<file path="src/rtl/pipeline_exec_controller.sv">
// Run/step sequencer for the 5-stage MIPS pipeline driven by the UART debug unit.
// All outputs are decoded from registers; no input reaches an output combinationally.
module pipeline_exec_controller #(
    parameter int CYCLE_CNT_BITS = 16,
    parameter int MAX_CYCLES     = 1024
) (
    input  logic                      i_clk,
    input  logic                      i_reset,
    input  logic [1:0]                i_start_pipeline,
    input  logic                      i_step,
    input  logic                      i_halt_in_wb,
    input  logic                      i_imem_write_en,
    output logic                      o_pipeline_enable,
    output logic                      o_pipeline_reset,
    output logic                      o_program_finished,
    output logic                      o_step_done,
    output logic                      o_timeout,
    output logic [CYCLE_CNT_BITS-1:0] o_cycle_count,
    output logic                      o_busy
);

    localparam logic [2:0] S_IDLE      = 3'd0;
    localparam logic [2:0] S_CLEAR     = 3'd1;
    localparam logic [2:0] S_RUN       = 3'd2;
    localparam logic [2:0] S_STEP_WAIT = 3'd3;
    localparam logic [2:0] S_STEP_EXEC = 3'd4;
    localparam logic [2:0] S_DONE      = 3'd5;
    localparam logic [2:0] S_FINISHED  = 3'd6;

    localparam logic [CYCLE_CNT_BITS-1:0] WDOG_LAST = CYCLE_CNT_BITS'(MAX_CYCLES - 1);

    logic [2:0]                state;
    logic [2:0]                state_next;
    logic                      step_mode;
    logic                      run_req;
    logic                      wdog_hit;
    logic [CYCLE_CNT_BITS-1:0] cycle_count;
    logic                      timeout;
    logic                      step_done;

    function automatic logic [CYCLE_CNT_BITS-1:0] sat_inc(input logic [CYCLE_CNT_BITS-1:0] v);
        return (v == '1) ? v : v + CYCLE_CNT_BITS'(1);
    endfunction

    // Bit 0 distinguishes an active request (01/11) from idle/abort (00/10).
    assign run_req  = i_start_pipeline[0];
    assign wdog_hit = (cycle_count == WDOG_LAST);

    always_comb begin
        state_next = state;
        case (state)
            S_IDLE:      if (run_req && !i_imem_write_en) state_next = S_CLEAR;
            S_CLEAR:     state_next = step_mode ? S_STEP_WAIT : S_RUN;
            S_RUN: begin
                if (!run_req)          state_next = S_IDLE;
                else if (i_halt_in_wb) state_next = S_DONE;
                else if (wdog_hit)     state_next = S_DONE;
            end
            S_STEP_WAIT: begin
                if (!run_req)    state_next = S_IDLE;
                else if (i_step) state_next = S_STEP_EXEC;
            end
            S_STEP_EXEC: state_next = i_halt_in_wb ? S_DONE : S_STEP_WAIT;
            S_DONE:      state_next = S_FINISHED;
            S_FINISHED:  if (!run_req) state_next = S_IDLE;
            default:     state_next = S_IDLE;
        endcase
    end

    always_ff @(posedge i_clk or posedge i_reset) begin
        if (i_reset) begin
            state       <= S_IDLE;
            step_mode   <= 1'b0;
            cycle_count <= '0;
            timeout     <= 1'b0;
            step_done   <= 1'b0;
        end else begin
            state     <= state_next;
            step_done <= (state == S_STEP_EXEC) && !i_halt_in_wb;

            if (state == S_IDLE && state_next == S_CLEAR)
                step_mode <= i_start_pipeline[1];

            if (state == S_CLEAR) begin
                cycle_count <= '0;
                timeout     <= 1'b0;
            end else if (state == S_RUN || state == S_STEP_EXEC) begin
                cycle_count <= sat_inc(cycle_count);
            end

            // Halt outranks the watchdog, and an abort ends the run silently.
            if (state == S_RUN && run_req && !i_halt_in_wb && wdog_hit)
                timeout <= 1'b1;
        end
    end

    assign o_pipeline_enable  = (state == S_RUN) || (state == S_STEP_EXEC);
    assign o_pipeline_reset   = (state == S_CLEAR);
    assign o_program_finished = (state == S_DONE);
    assign o_busy             = (state != S_IDLE);
    assign o_step_done        = step_done;
    assign o_timeout          = timeout;
    assign o_cycle_count      = cycle_count;

endmodule

</file>
<file path="config.mk">
export PLATFORM = sky130hd
export DESIGN_NAME = pipeline_exec_controller
export DESIGN_NICKNAME = d
export VERILOG_FILES = /design/src/rtl/pipeline_exec_controller.sv
export SDC_FILE = /design/constraint.sdc
export NUM_CORES = 1
export LEC_CHECK = 0
export ABC_AREA = 1
export CORE_ASPECT_RATIO = 0.8
export CORE_MARGIN = 1.5
export CORE_UTILIZATION = 35
export DETAILED_ROUTE_END_ITERATION = 16
export DONT_BUFFER_PORTS = 1
export GPL_TIMING_DRIVEN = 0
export PLACE_DENSITY_LB_ADDON = 0.2
export SLEW_MARGIN = 5
export SYNTH_ARGS = -nofsm -noshare
export SYNTH_HDL_FRONTEND = slang
export SYNTH_SLANG_ARGS = --single-unit
</file>
<file path="constraint.sdc">
create_clock -name i_clk -period 1.53 [get_ports i_clk]
set_clock_uncertainty 0.15 [all_clocks]
set_input_delay 0.306 -clock i_clk [delete_from_list [all_inputs] [get_ports i_clk]]
set_output_delay 0.306 -clock i_clk [all_outputs]
set_load 0.02 [all_outputs]
</file>
Word-level counts from Yosys, hierarchy flattened. Cells that the tools add are included.

Flip-flop bits (word level): 22. Input bits: 7. Word-level logic and storage cells: 45.

Add/subtract/negate cells: 1. Equal/unequal tests: 10. Multiplexer cells: 15. Reduce and logical (&&, ||, !) cells: 14.

Operators with widths (number): 16-bit 2-to-1 mux (3); 3-bit 2-to-1 mux (8); 3-bit one-hot mux with 7 select lines (1); 16-bit by 1-bit adder with 16-bit output, second input constant (1); 16-bit by 10-bit equality test with 1-bit output, second input constant (1); 16-bit equality test, second input constant (1); 3-bit equality test, second input constant (3); 3-bit by 1-bit equality test with 1-bit output, second input constant (2); 3-bit by 2-bit equality test with 1-bit output, second input constant (2); 1-bit logical AND (6); 2-bit nonzero test (2); 3-bit logical NOT (1); 1-bit 2-to-1 mux (3); 3-bit nonzero test (1); 1-bit logical NOT (2); 2-bit != test, second input constant (1); 2-bit AND reduction (1); 1-bit logical OR (1).

Logic depth before layout (Yosys ltp). Gate-level depths: netlist of the first run.

Depth after elaboration: 7. Gate-level depth with buffers: 10. Gate-level depth less buffers: 9.

Worst setup path before layout of the first run. Ideal clock, no wire load.

Path kind: register to register. Start: register cycle_count[0], in the netlist o_cycle_count[0]. End: register cycle_count[10], in the netlist o_cycle_count[10]. Setup time: 0.074 ns. Arrival time: 1.586 ns. Path slack: -0.280 ns. Cell stages (with the launch flop): 11. Path buffers: 1. Path through: dfrtp_1 -> ha_1 -> nand3_2 -> inv_2 -> nand2_4 -> nor2_8 -> nand2_4 -> nand2_8 -> buf_12 -> nand2_1 -> o21ai_2.

Cells in the longest elaborated chain, start to end: 4. Elaborated cells on any way between the ends: 7. Classes of those cells: add/sub (1); eq/ne (2); mux (3); reduce/logical (1).

Ends and longest elaborated chain: start, declared (line 37) `logic [CYCLE_CNT_BITS-1:0] cycle_count;`; start signal, assigned (line 88) `cycle_count <= sat_inc(cycle_count);`; 16-bit by 1-bit adder with 16-bit output (line 42) `return (v == '1) ? v : v + CYCLE_CNT_BITS'(1);`; 16-bit 2-to-1 mux (line 42); 16-bit 2-to-1 mux (line 87) `end else if (state == S_RUN || state == S_STEP_EXEC) begin`; 16-bit 2-to-1 mux (line 84) `if (state == S_CLEAR) begin`.

Parallel ways exist; a longest one is shown, timed or not. The select of a mux whose other input is x is not followed. A chain may end at the register's enable or synchronous reset.

Final worst setup path of the first run.
Start: register cycle_count[6], in the netlist o_cycle_count[6]. End: register cycle_count[12], in the netlist o_cycle_count[12].

Same word-level chain as after synthesis.

==> results_tabular.tex, run 1 <==
\begin{tabular}{lr}
\hline
Metric & Value \\
\hline
\multicolumn{2}{l}{\textbf{Detailed routing}} \\
DR WL met2 & 1526 um \\
Average vias per placed instance & 4.864 \\
Topmost layer with routed signal wires & met4 \\
Via count of the routed design & 1391 \\
Routed wire length on met3 & 250 um \\
Wire length on met1 & 1911 um \\
Antenna Nets Post-Route & 0 \\
Post-Route WL & 3724 um \\
DRC Markers & 0 \\
Average wire length per cell after detail routing & 13.02 um \\
Number of iterations in the first detailed-routing pass & 4 \\
Initial DRC count & 45 \\
\multicolumn{2}{l}{\textbf{Placed design}} \\
Routability congestion estimate from global placement & 0.8758 \\
Instance area after placement & 1672 sq um \\
Count of input and output buffers & 0 \\
DPL Wire Length & 2659 um \\
Placed insts & 262 \\
\multicolumn{2}{l}{\textbf{Outcome}} \\
Violations in the final reports & negative hold slack, negative setup slack \\
Status & finished with violations \\
\multicolumn{2}{l}{\textbf{Clock tree}} \\
Clock latency on the worst-skew pair & 0.27 ns \\
Clk slew on worst S/H paths & 0.08 ns \\
Clock Sinks & 22 \\
Clock buffers created by TritonCTS & 3 \\
Number of H-tree levels & 1 \\
TritonCTS clock tree & done \\
Number of buffers on the longest clock path & 2 \\
Cell at the root of the clock tree & clkbuf\_8 \\
\multicolumn{2}{l}{\textbf{Worst hold path}} \\
Type of the worst min-delay path & input port to asynchronous set/reset pin \\
\multicolumn{2}{l}{\textbf{STA}} \\
Least setup slack across all paths after layout & -0.1844 ns \\
Final Hold Fails & 22 \\
Final-layout worst hold slack & -0.04786 ns \\
Final worst path period need & 1.714 ns \\
F\_max & 0.5833 GHz \\
Pins over their slew limit & 0 \\
Worst-Margin Slew & 0.8720 ns \\
Setup repair after global routing missed its margin & true \\
Setup violation total in the final timing report & 24 \\
Final period util & 112.0\% \\
Headroom to the max-slew limit & 41.80\% \\
\multicolumn{2}{l}{\textbf{Worst setup path}} \\
Max FO, Critical Path & 10 \\
Data required, critical path & 1.57 ns \\
Kind of critical path & flop to flop \\
Worst Setup Start Kind & flop \\
Crit path capture type & flop \\
Arrival time at the worst endpoint & 1.76 ns \\
\multicolumn{2}{l}{\textbf{Global route}} \\
Pin count of the biggest net entering global routing & 23 \\
Total grt overflow & 0 \\
Initial antenna violation count & 0 \\
Tot GR Track Use & 16.57\% \\
Global-route wire length before repair & 6361 um \\
Via count of the first global-routing pass & 1279 \\
\multicolumn{2}{l}{\textbf{Logic synthesis}} \\
Post-synth top area cell & dfrtp\_1 \\
Number of distinct library cells after synthesis & 27 \\
Cells after Synth & 205 \\
Post-synthesis sequential area ratio & 35.26\% \\
Mapped Area & 1561 sq um \\
Count of state elements after synthesis & 22 \\
Nets in the synthesized netlist & 213 \\
YS warnings & 0 \\
Leading post-synthesis cells by cell area & dfrtp\_1 (35\%), nand2\_1 (12\%), o21ai\_2 (6.2\%), nand3\_1 (5.8\%), nand2\_2 (5.6\%) \\
Avg Inst Size Synth & 7.617 sq um \\
Share of Yosys cell area claimed by the top area cell type & 35.26\% \\
\multicolumn{2}{l}{\textbf{Floorplan}} \\
Number of placement rows & 21 \\
Floorplan die height & 62.74 um \\
Core ar. & 4230 sq um \\
Starting density of the core & 36.91\% \\
Die outline width & 77.68 um \\
Boundary Pins & 29 \\
Total Die Area & 4873 sq um \\
\multicolumn{2}{l}{\textbf{Finish}} \\
Synthesis-to-layout area growth & 26.28\% \\
Top library cells by usage in the layout, fill and taps aside & nand2\_1 (44), nor2\_1 (19), nand2\_2 (18), nand3\_1 (18), dfrtp\_2 (17) \\
Antenna cell count & 0 \\
Most frequent standard cell in the layout excluding fill and tap cells & nand2\_1 \\
Combined flip-flop and latch cell area & 571.8 sq um \\
Finished Cell Area & 1972 sq um \\
Net count of the finished layout & 238 \\
Fill count & 427 \\
Share of cells above drive strength 1 & 41.05\% \\
Post-layout instance count excluding filler cells & 286 \\
Footprint of the multi-input gates & 974.7 sq um \\
\multicolumn{2}{l}{\textbf{Pwr}} \\
Switching power summed over all nets & 1.402 mW \\
Pleak & 0.8667 nW \\
Power per unit of standard cell area & 1547 nW/um\^{}2 \\
Fraction of power consumed by sequential logic & 29.5\% \\
Switching share of total power & 45.93\% \\
Cell internal power dissipation & 1.650 mW \\
Clock share of power & 12.5\% \\
Combinational cell fraction of total power & 57.9\% \\
Largest vdd supply drop & 568.5 uV \\
\multicolumn{2}{l}{\textbf{Job}} \\
Number of max-cap violations & 0 \\
\hline
\end{tabular}
==> routing by layer <==
metal,vias to the layer above,global-route usage (%)
li1,719,-
met2,34,22.39
met1,634,24.52
met4,0,4.091
met5,-,0
met3,4,6.131
==> through the flow <==
step | setup TNS (ns) | power [mW] | setup WS, ns | utilization, %
2_1_floorplan | -1.371 | 1.932 | -0.09221 | -
3_3_place_gp | -3.752 | 2.157 | -0.2711 | 39.51
3_5_place_dp | -3.873 | 2.163 | -0.2660 | 39.51
4_1_cts | -3.562 | 2.824 | -0.2007 | 43.54
5_1_grt | -5.191 | 3.292 | -0.2816 | 46.61
6_report | -3.142 | 3.051 | -0.1844 | 46.61
==> state kept, by name (all words and copies together) (netlist names) <==
name,flops
o_timeout,1
step_mode,1
state,3
o_cycle_count,16
o_step_done,1
==> layout make-up <==
type	count	share of cell area [%]
plain buffers	3	2.221
clock buffers	4	2.284
inverters	21	4.695
multi-input cells	159	49.43
flip-flops and latches	22	29.00
well taps	57	3.617
repair buffers	20	8.756
==> worst max-delay path, stage by stage (launching register included) <==
cell     delay, ns
dfrtp_1       0.53
nand2_1       0.17
nor2_4        0.19
nand2_4       0.09
nor2_8        0.10
nand2_4       0.07
nand2_8       0.09
buf_12        0.14
nand2_2       0.05
o21ai_2       0.05
==> kinds of logic after synthesis <==
kind of cell	count (synthesis)	synth area share [%]
adders and majority gates	1	0.8012
AOI/OAI and AO/OA	27	11.86
and+or+nand+nor	124	40.30
buffers and inverters	24	7.852
DFF	22	35.26
xor gates and xnor gates	7	3.926
==> power by group through the flow <==
stage               Sequential (mW)  Combinational (mW)  Clock [mW]
finish                        0.900                1.77       0.383
global route                  0.918                1.94       0.431
CTS                           0.878                1.54       0.406
detailed placement            0.890                1.27           0
global placement              0.890                1.27           0
floorplan                     0.859                1.07           0
==> Yosys cell counts (all sizes together) <==
| cell | instances |
|---|---|
| nand2 | 68 |
| nor2 | 26 |
| dfrtp | 22 |
| inv | 21 |
| nand3 | 21 |
| o21ai | 20 |
| nand4 | 7 |
| xor2 | 7 |
| a21oi | 3 |
| buf | 2 |
| nor3 | 2 |
| o21bai | 2 |
| a22oi | 1 |
| a31oi | 1 |
| clkbuf | 1 |
| ha | 1 |
==> timing repair <==
item	CTS	global route
endpoints found under the setup margin	23	24
hold endpoints to repair	1	0
setup buffers	9	12
gates resized for setup	20	14
pin swaps	6	7
hold buffers	1	0
==> worst paths after layout <==
| check | slack (ns) | depth (start not counted) | start | to |
|---|---|---|---|---|
| worst max-delay path | -0.18 | 9 | o_cycle_count[6] | o_cycle_count[12] |
| worst min-delay path | -0.05 | 1 | i_reset | o_step_done |
| worst max register to register | -0.18 | 9 | o_cycle_count[6] | o_cycle_count[12] |
| worst min register to register | 0.36 | 2 | step_mode | step_mode |
| max in group asynchronous | 0.68 | 1 | i_reset | state[0] |
| min in group i_clk | 0.02 | 2 | i_start_pipeline[0] | state[0] |
No activity file was read; power rests on OpenSTA's default activity.
==> run 2, diff against run 1 <==
==> constraint.sdc (replaced) <==
create_clock -name i_clk -period 2 [get_ports i_clk]
set_clock_uncertainty 0.15 [all_clocks]
set_input_delay 0.4 -clock i_clk [delete_from_list [all_inputs] [get_ports i_clk]]
set_output_delay 0.4 -clock i_clk [all_outputs]
set_load 0.02 [all_outputs]
==> run 2 against run 1 <==
- the flow now finishes without violations
- die area unchanged
- largest power group unchanged
- fmax decreased by 9.5%
- critical path type unchanged
- register-to-register slack better by 0.29 ns
- largest cell class unchanged
==> results_tabular.tex, run 2 (synthesis results as in run 1) <==
\begin{tabular}{lr}
\hline
Metric & Value \\
\hline
\multicolumn{2}{l}{\textbf{Clock tree}} \\
Clock Sinks & 22 (unchanged) \\
TritonCTS clock tree & done \\
Number of buffers inserted by hold repair at cts & 0 (-1) \\
Clock buffers created by TritonCTS & 3 (unchanged) \\
Clock latency on the worst-skew pair & 0.26 ns (about the same) \\
Cell at the root of the clock tree & clkbuf\_8 \\
Number of setup buffers added after CTS & 0 (-9) \\
Number of H-tree levels & 1 (unchanged) \\
Number of buffers on the longest clock path & 2 (unchanged) \\
Total of cells resized after clock tree synthesis & 1 (-95\%) \\
Clk slew on worst S/H paths & 0.08 ns (about the same) \\
\multicolumn{2}{l}{\textbf{Detailed routing}} \\
Number of iterations in the first detailed-routing pass & 4 (unchanged) \\
Average vias per placed instance & 4.820 (-0.91\%) \\
Initial DRC count & 65 (+44\%) \\
DRC Markers & 0 (unchanged) \\
Average wire length per cell after detail routing & 12.71 um (-2.4\%) \\
Post-Route WL & 3382 um (-9.2\%) \\
Via count of the routed design & 1282 (-7.8\%) \\
Antenna Nets Post-Route & 0 (unchanged) \\
\multicolumn{2}{l}{\textbf{Pwr}} \\
Power per unit of standard cell area & 1136 nW/um\^{}2 (-27\%) \\
Largest vdd supply drop & 849.8 uV (+49\%) \\
Switching power summed over all nets & 0.9017 mW (-36\%) \\
Combinational cell fraction of total power & 49.0\% (-8.9 points) \\
Fraction of power consumed by sequential logic & 34.3\% (+4.8 points) \\
Cell internal power dissipation & 1.021 mW (-38\%) \\
Switching share of total power & 46.90\% (+0.97 points) \\
Clock share of power & 16.7\% (+4.2 points) \\
Pleak & 0.7902 nW (-8.8\%) \\
\multicolumn{2}{l}{\textbf{Finish}} \\
Combined flip-flop and latch cell area & 553.0 sq um (-3.3\%) \\
Net count of the finished layout & 218 (-8.4\%) \\
Fill count & 455 (+6.6\%) \\
Antenna cell count & 0 (unchanged) \\
Top library cells by usage in the layout, fill and taps aside & nand2\_1 (51), nor2\_1 (21), dfrtp\_1 (20) \\
Largest register FFs & 16 (unchanged) \\
Synthesis-to-layout area growth & 8.413\% \\
Share of cells above drive strength 1 & 22.97\% (-18 points) \\
Post-route core utilization & 40.02\% (-6.6 points) \\
Most frequent standard cell in the layout excluding fill and tap cells & nand2\_1 \\
Footprint of the multi-input gates & 890.9 sq um (-8.6\%) \\
\multicolumn{2}{l}{\textbf{Floorplan}} \\
Core ar. & 4230 sq um (unchanged) \\
Floorplan die height & 62.74 um (unchanged) \\
Die outline width & 77.68 um (unchanged) \\
Total Die Area & 4873 sq um (unchanged) \\
Starting density of the core & 36.91\% (unchanged) \\
Boundary Pins & 29 (unchanged) \\
Number of placement rows & 21 (unchanged) \\
\multicolumn{2}{l}{\textbf{STA}} \\
Final period util & 94.74\% (-17 points) \\
Worst-Margin Slew & 0.8349 ns (-0.03711 ns) \\
Headroom to the max-slew limit & 44.28\% (+2.5 points) \\
Pins over their slew limit & 0 (unchanged) \\
Total negative setup slack & 0 ns (+3.142 ns) \\
Setup repair after global routing missed its margin & false \\
F\_max & 0.5277 GHz (-9.5\%) \\
Final worst path period need & 1.895 ns (+0.1805 ns) \\
Setup violation total in the final timing report & 0 (-100\%) \\
Final Hold Fails & 0 (-100\%) \\
\multicolumn{2}{l}{\textbf{Global route}} \\
Tot GR Track Use & 15.23\% (-1.3 points) \\
Initial antenna violation count & 0 (unchanged) \\
Global-route wire length before repair & 5892 um (-7.4\%) \\
Total grt overflow & 0 (unchanged) \\
Via count of the first global-routing pass & 1162 (-9.1\%) \\
Pin count of the biggest net entering global routing & 23 (unchanged) \\
\multicolumn{2}{l}{\textbf{Worst setup path}} \\
Crit path top cell by count & nand2\_4 \\
Worst path slowest cell & dfrtp\_2 \\
Sequence of cells on the critical path & ha\_1 -> nand3\_2 -> inv\_2 -> nand2\_4 -> nor2\_8 -> nand2\_4 -> nand2\_8 -> buf\_12 -> nand2\_1 -> o21ai\_2 \\
Crit path capture type & flop \\
Max FO, Critical Path & 10 (unchanged) \\
Kind of critical path & flop to flop \\
Data required, critical path & 2.05 ns (+0.48 ns) \\
Arrival time at the worst endpoint & 1.94 ns (+0.18 ns) \\
Worst Setup Start Kind & flop \\
Slowest Stage Delay on Critical Path & 0.49 ns (-0.04 ns) \\
\multicolumn{2}{l}{\textbf{Outcome}} \\
Status & completed \\
\multicolumn{2}{l}{\textbf{Worst hold path}} \\
Type of the worst min-delay path & input port to asynchronous set/reset pin \\
\multicolumn{2}{l}{\textbf{Placed design}} \\
DPL Wire Length & 2688 um (+1.1\%) \\
Routability congestion estimate from global placement & 0.8417 (-3.9\%) \\
Count of input and output buffers & 0 (unchanged) \\
\multicolumn{2}{l}{\textbf{Job}} \\
Number of max-cap violations & 0 (unchanged) \\
\hline
\end{tabular}
run 2: cell count changes in the layout (fill, tap and decap cells not counted), moves of 4 or more:
cell	delta
buf_4	-16
nand2_2	-4
dfrtp_2	-15
nand2_1	+7
inv_4	-4
dfrtp_1	+15
run 2: metrics by stage:
step	cell area [sq um]	worst slack, ns	std cells	total power, mW	hold WS (ns)
after floorplan	1562	0.1904	205	1.448	0.2392
after global placement	1633	0.01166	262	1.621	0.3366
after detailed placement	1633	0.01426	262	1.621	0.3335
final	1693	0.1051	266	1.923	0.03777
after CTS	1689	0.01777	266	1.956	0.04462
after global routing	1693	0.01311	266	2.080	0.03959
run 2: path summary, 6_finish.rpt:
path / startpoint / slack (ns) / end / depth (start not counted)
setup / recovery: o_cycle_count[0] / 0.11 / o_cycle_count[2] / 10
hold / removal: i_reset / 0.04 / state[1] / 1
setup reg to reg: o_cycle_count[0] / 0.11 / o_cycle_count[2] / 10
hold reg to reg: step_mode / 0.37 / step_mode / 2
max in group asynchronous: i_reset / 1.09 / o_cycle_count[0] / 1
min in group i_clk: i_halt_in_wb / 0.06 / o_step_done / 1
run 2: layout make-up:
| cell class | instances | share of cell area, % |
|---|---|---|
| sequential | 22 | 32.67 |
| multi-input combinational | 159 | 52.62 |
| buffer | 3 | 2.587 |
| tap | 57 | 4.213 |
| clock buffer | 4 | 3.252 |
| inverter | 21 | 4.656 |
run 2: critical path: cells and delay by family, from the launching register on:
family | cells | cell delay (ns)
compound gates | 1 | 0.06
flops | 1 | 0.49
buf+inv | 2 | 0.29
fa+ha+maj | 1 | 0.23
simple gates | 6 | 0.58
run 2: routing by layer:
metal,wire [um],track usage (%)
met1,1928,23.89
met2,1285,20.11
met3,152,4.818
met4,15,2.727
met5,0,0
run 2: power groups by stage:
| stage | Combinational (mW) | Sequential (mW) | Clock (mW) |
|---|---|---|---|
| 3_5_place_dp | 0.958 | 0.664 | 0 |
| 2_1_floorplan | 0.807 | 0.641 | 0 |
| 6_report | 0.943 | 0.659 | 0.321 |
| 5_1_grt | 1.05 | 0.674 | 0.356 |
| 3_3_place_gp | 0.955 | 0.666 | 0 |
| 4_1_cts | 0.959 | 0.659 | 0.338 |
==> run 3, diff against run 2 <==
--- a/config.mk
+++ b/config.mk
@@ -5,7 +5,6 @@
 export SDC_FILE = /design/constraint.sdc
 export NUM_CORES = 1
 export LEC_CHECK = 0
-export ABC_AREA = 1
 export CORE_ASPECT_RATIO = 0.8
 export CORE_MARGIN = 1.5
 export CORE_UTILIZATION = 35
==> run 3 against run 2 <==
- die area shrank 13%
- cell count shrank 24%
- clock-buffer cell count is the same
- fmax shrank 3.8%
- cell area shrank 1.5%
- combinational power shrank 9.0%
- critical path type unchanged
- largest power group unchanged
- highest routed layer unchanged
==> results_tabular.tex, run 3 <==
\begin{tabular}{lr}
\hline
Metric & Value \\
\hline
\multicolumn{2}{l}{\textbf{Outcome}} \\
Status & completed \\
\multicolumn{2}{l}{\textbf{Logic synthesis}} \\
Count of state elements after synthesis & 22 (unchanged) \\
Compound-gate portion of the synthesized area & 18.83\% (+7.0 points) \\
Post-synth top area cell & dfrtp\_1 \\
Most used DFF post-synth & dfrtp\_1 \\
Ys async rst share & 100.0\% (unchanged) \\
Leading post-synthesis cells by cell area & dfrtp\_1 (41\%), mux2i\_1 (7.4\%), nand2\_1 (5.0\%), nand2b\_1 (2.8\%), or3\_1 (2.8\%) \\
Nets in the synthesized netlist & 158 (-26\%) \\
Mapped Area & 1349 sq um (-14\%) \\
Post-synthesis adder-cell area fraction & 0.9276\% (+0.13 points) \\
Post-synthesis simple-gate area fraction & 24.49\% (-16 points) \\
Number of distinct library cells after synthesis & 42 (+56\%) \\
YS warnings & 0 (unchanged) \\
Number of enable-type register cells in the synthesized netlist & 0 (unchanged) \\
Share of Yosys cell area claimed by the top area cell type & 40.82\% (+5.6 points) \\
Cell with the most instances after synthesis & dfrtp\_1 \\
Multiplexer share of the synthesized area & 8.256\% (+8.3 points) \\
Cells after Synth & 150 (-27\%) \\
Largest family of logic cells by synthesized area & simple AND/OR/NAND/NOR gates \\
Post-synthesis sequential area ratio & 40.82\% (+5.6 points) \\
Avg Inst Size Synth & 8.992 sq um (+18\%) \\
Commonest cells post-synth & dfrtp\_1 (22), nand2\_1 (18), mux2i\_1 (10), inv\_1 (9), nor3\_1 (7) \\
Fraction of synthesized cell area in xor and xnor cells & 1.299\% (-2.6 points) \\
\multicolumn{2}{l}{\textbf{Detailed routing}} \\
Post-Route WL & 3433 um (+1.5\%) \\
DRC Markers & 0 (unchanged) \\
Number of iterations in the first detailed-routing pass & 4 (unchanged) \\
Average wire length per cell after detail routing & 17.00 um (+34\%) \\
Via count of the routed design & 1226 (-4.4\%) \\
Average vias per placed instance & 6.069 (+26\%) \\
Antenna Nets Post-Route & 0 (unchanged) \\
Initial DRC count & 67 (+3.1\%) \\
\multicolumn{2}{l}{\textbf{Global route}} \\
Via count of the first global-routing pass & 1111 (-4.4\%) \\
Global-route wire length before repair & 5471 um (-7.1\%) \\
Pin count of the biggest net entering global routing & 23 (unchanged) \\
Tot GR Track Use & 16.47\% (+1.2 points) \\
Initial antenna violation count & 0 (unchanged) \\
Total grt overflow & 0 (unchanged) \\
\multicolumn{2}{l}{\textbf{Finish}} \\
Net count of the finished layout & 169 (-22\%) \\
Synthesis-to-layout area growth & 23.65\% \\
Most frequent standard cell in the layout excluding fill and tap cells & nand2\_1 \\
Share of cells above drive strength 1 & 31.87\% (+8.9 points) \\
Largest register FFs & 16 (unchanged) \\
Top library cells by usage in the layout, fill and taps aside & nand2\_1 (17), dfrtp\_1 (13), mux2i\_1 (10) \\
Post-route core utilization & 46.77\% (+6.8 points) \\
Antenna cell count & 0 (unchanged) \\
\multicolumn{2}{l}{\textbf{STA}} \\
Headroom to the max-slew limit & 44.14\% (-0.15 points) \\
F\_max & 0.5079 GHz (-3.8\%) \\
Setup repair after global routing missed its margin & true \\
Setup violation total in the final timing report & 0 (unchanged) \\
Final period util & 98.44\% (+3.7 points) \\
Pins over their slew limit & 0 (unchanged) \\
Final Hold Fails & 0 (unchanged) \\
Final worst path period need & 1.969 ns (+0.07398 ns) \\
Worst-Margin Slew & 0.8370 ns (+0.002181 ns) \\
\multicolumn{2}{l}{\textbf{Pwr}} \\
Cell internal power dissipation & 1.041 mW (+2.0\%) \\
Fraction of power consumed by sequential logic & 36.6\% (+2.3 points) \\
Largest vdd supply drop & 400.7 uV (-53\%) \\
Switching share of total power & 43.81\% (-3.1 points) \\
Power per unit of standard cell area & 1111 nW/um\^{}2 (-2.2\%) \\
Pleak & 0.7002 nW (-11\%) \\
Clock share of power & 17.1\% (+0.4 points) \\
Combinational cell fraction of total power & 46.3\% (-2.7 points) \\
Switching power summed over all nets & 0.8117 mW (-10\%) \\
Total chip power & 1.853 mW (-3.6\%) \\
\multicolumn{2}{l}{\textbf{Floorplan}} \\
Core ar. & 3566 sq um (-16\%) \\
Total Die Area & 4238 sq um (-13\%) \\
Starting density of the core & 37.82\% (+0.91 points) \\
Boundary Pins & 29 (unchanged) \\
Number of placement rows & 19 (-9.5\%) \\
Die outline width & 72.41 um (-6.8\%) \\
Floorplan die height & 58.53 um (-6.7\%) \\
\multicolumn{2}{l}{\textbf{Clock tree}} \\
Clock latency on the worst-skew pair & 0.26 ns (about the same) \\
Cell at the root of the clock tree & clkbuf\_8 \\
Number of H-tree levels & 1 (unchanged) \\
Number of buffers on the longest clock path & 2 (unchanged) \\
TritonCTS clock tree & done \\
Clock Sinks & 22 (unchanged) \\
Number of buffers inserted by hold repair at cts & 0 (unchanged) \\
Clk slew on worst S/H paths & 0.08 ns (about the same) \\
Clock buffers created by TritonCTS & 3 (unchanged) \\
\multicolumn{2}{l}{\textbf{Worst hold path}} \\
Type of the worst min-delay path & input port to asynchronous set/reset pin \\
\multicolumn{2}{l}{\textbf{Placed design}} \\
Routability congestion estimate from global placement & 0.7866 (-6.5\%) \\
Count of input and output buffers & 0 (unchanged) \\
DPL Wire Length & 2338 um (-13\%) \\
\multicolumn{2}{l}{\textbf{Worst setup path}} \\
Kind of critical path & flop to flop \\
Slack of the worst reg-to-reg path & 0.03 ns (-0.07 ns) \\
Arrival time at the worst endpoint & 2.01 ns (+0.07 ns) \\
Max FO, Critical Path & 8 (-2) \\
Crit path capture type & flop \\
Worst Setup Start Kind & flop \\
Data required, critical path & 2.04 ns (about the same) \\
\multicolumn{2}{l}{\textbf{Job}} \\
Number of max-cap violations & 0 (unchanged) \\
\hline
\end{tabular}
-- run 3: cell count changes after synthesis, sizes merged, moves of 10 or more --
cell   before  now
inv        21    9
mux2i       0   10
nand2      68   18
nand3      21    4
nor2       26    4
o21ai      20    6
-- run 3: repair_timing --
action                     CTS  global route
pin swaps                    0             8
resized for setup           20            25
setup endpoints to repair   24            22
setup buffers                0             8
-- run 3: logic make-up after synthesis --
group | Yosys count
and+or+nand+nor | 60
AOI/OAI and AO/OA | 36
DFF | 22
buffers and inverters | 18
muxes | 11
xor gates and xnor gates | 2
adders and majority gates | 1
-- run 3: final cells by class --
class                   count  area [sq um]
flip-flops and latches     22         561.8
repair buffers              8         60.06
multi-input cells         110         859.6
inverters                   9         41.29
well taps                  42         52.55
fillers                   354          1898
plain buffers               7         37.54
clock buffers               4         55.05
-- run 3: final timing paths --
kind,start,end,depth (start not counted)
worst min-delay path,i_reset,state[0],1
worst max-delay path,o_cycle_count[1],o_cycle_count[10],5
worst max register to register,o_cycle_count[1],o_cycle_count[10],5
max in group asynchronous,i_reset,o_cycle_count[10],1
worst min register to register,step_mode,step_mode,1
min in group i_clk,i_halt_in_wb,o_step_done,1
-- run 3: metrics by stage --
step,hold WS [ns],std cells,setup WS [ns],setup TNS (ns),area (sq um)
CTS,0.03677,194,0.001491,0,1525
global route,0.03376,202,-0.03093,-0.1074,1668
finish,0.04062,202,0.03113,0,1668
global placement,0.3317,192,-0.1635,-1.523,1404
detailed placement,0.3213,192,-0.2190,-1.972,1404
floorplan,0.2391,150,0.06359,0,1351
-- run 3: metal layers --
metal	up-vias	track usage, %	part of all wire (%)
met4	0	3.235	0.55
li1	581	-	-
met5	-	0	0
met2	37	24.87	47
met3	2	5.651	6.5
met1	606	23.13	45
-- run 3: worst max-delay path, stage by stage (launching register included) --
cell and delay [ns]:
dfrtp_2 0.50, ha_4 0.19, nand3_4 0.10, or3_4 0.44, or3_4 0.40, a21oi_2 0.12
-- run 3: power groups by stage --
stage	Sequential (mW)	Clock [mW]	Combinational (mW)
2_1_floorplan	0.643	0	0.546
3_3_place_gp	0.659	0	0.666
3_5_place_dp	0.662	0	0.670
4_1_cts	0.665	0.330	0.729
5_1_grt	0.693	0.348	0.956
6_report	0.678	0.318	0.858
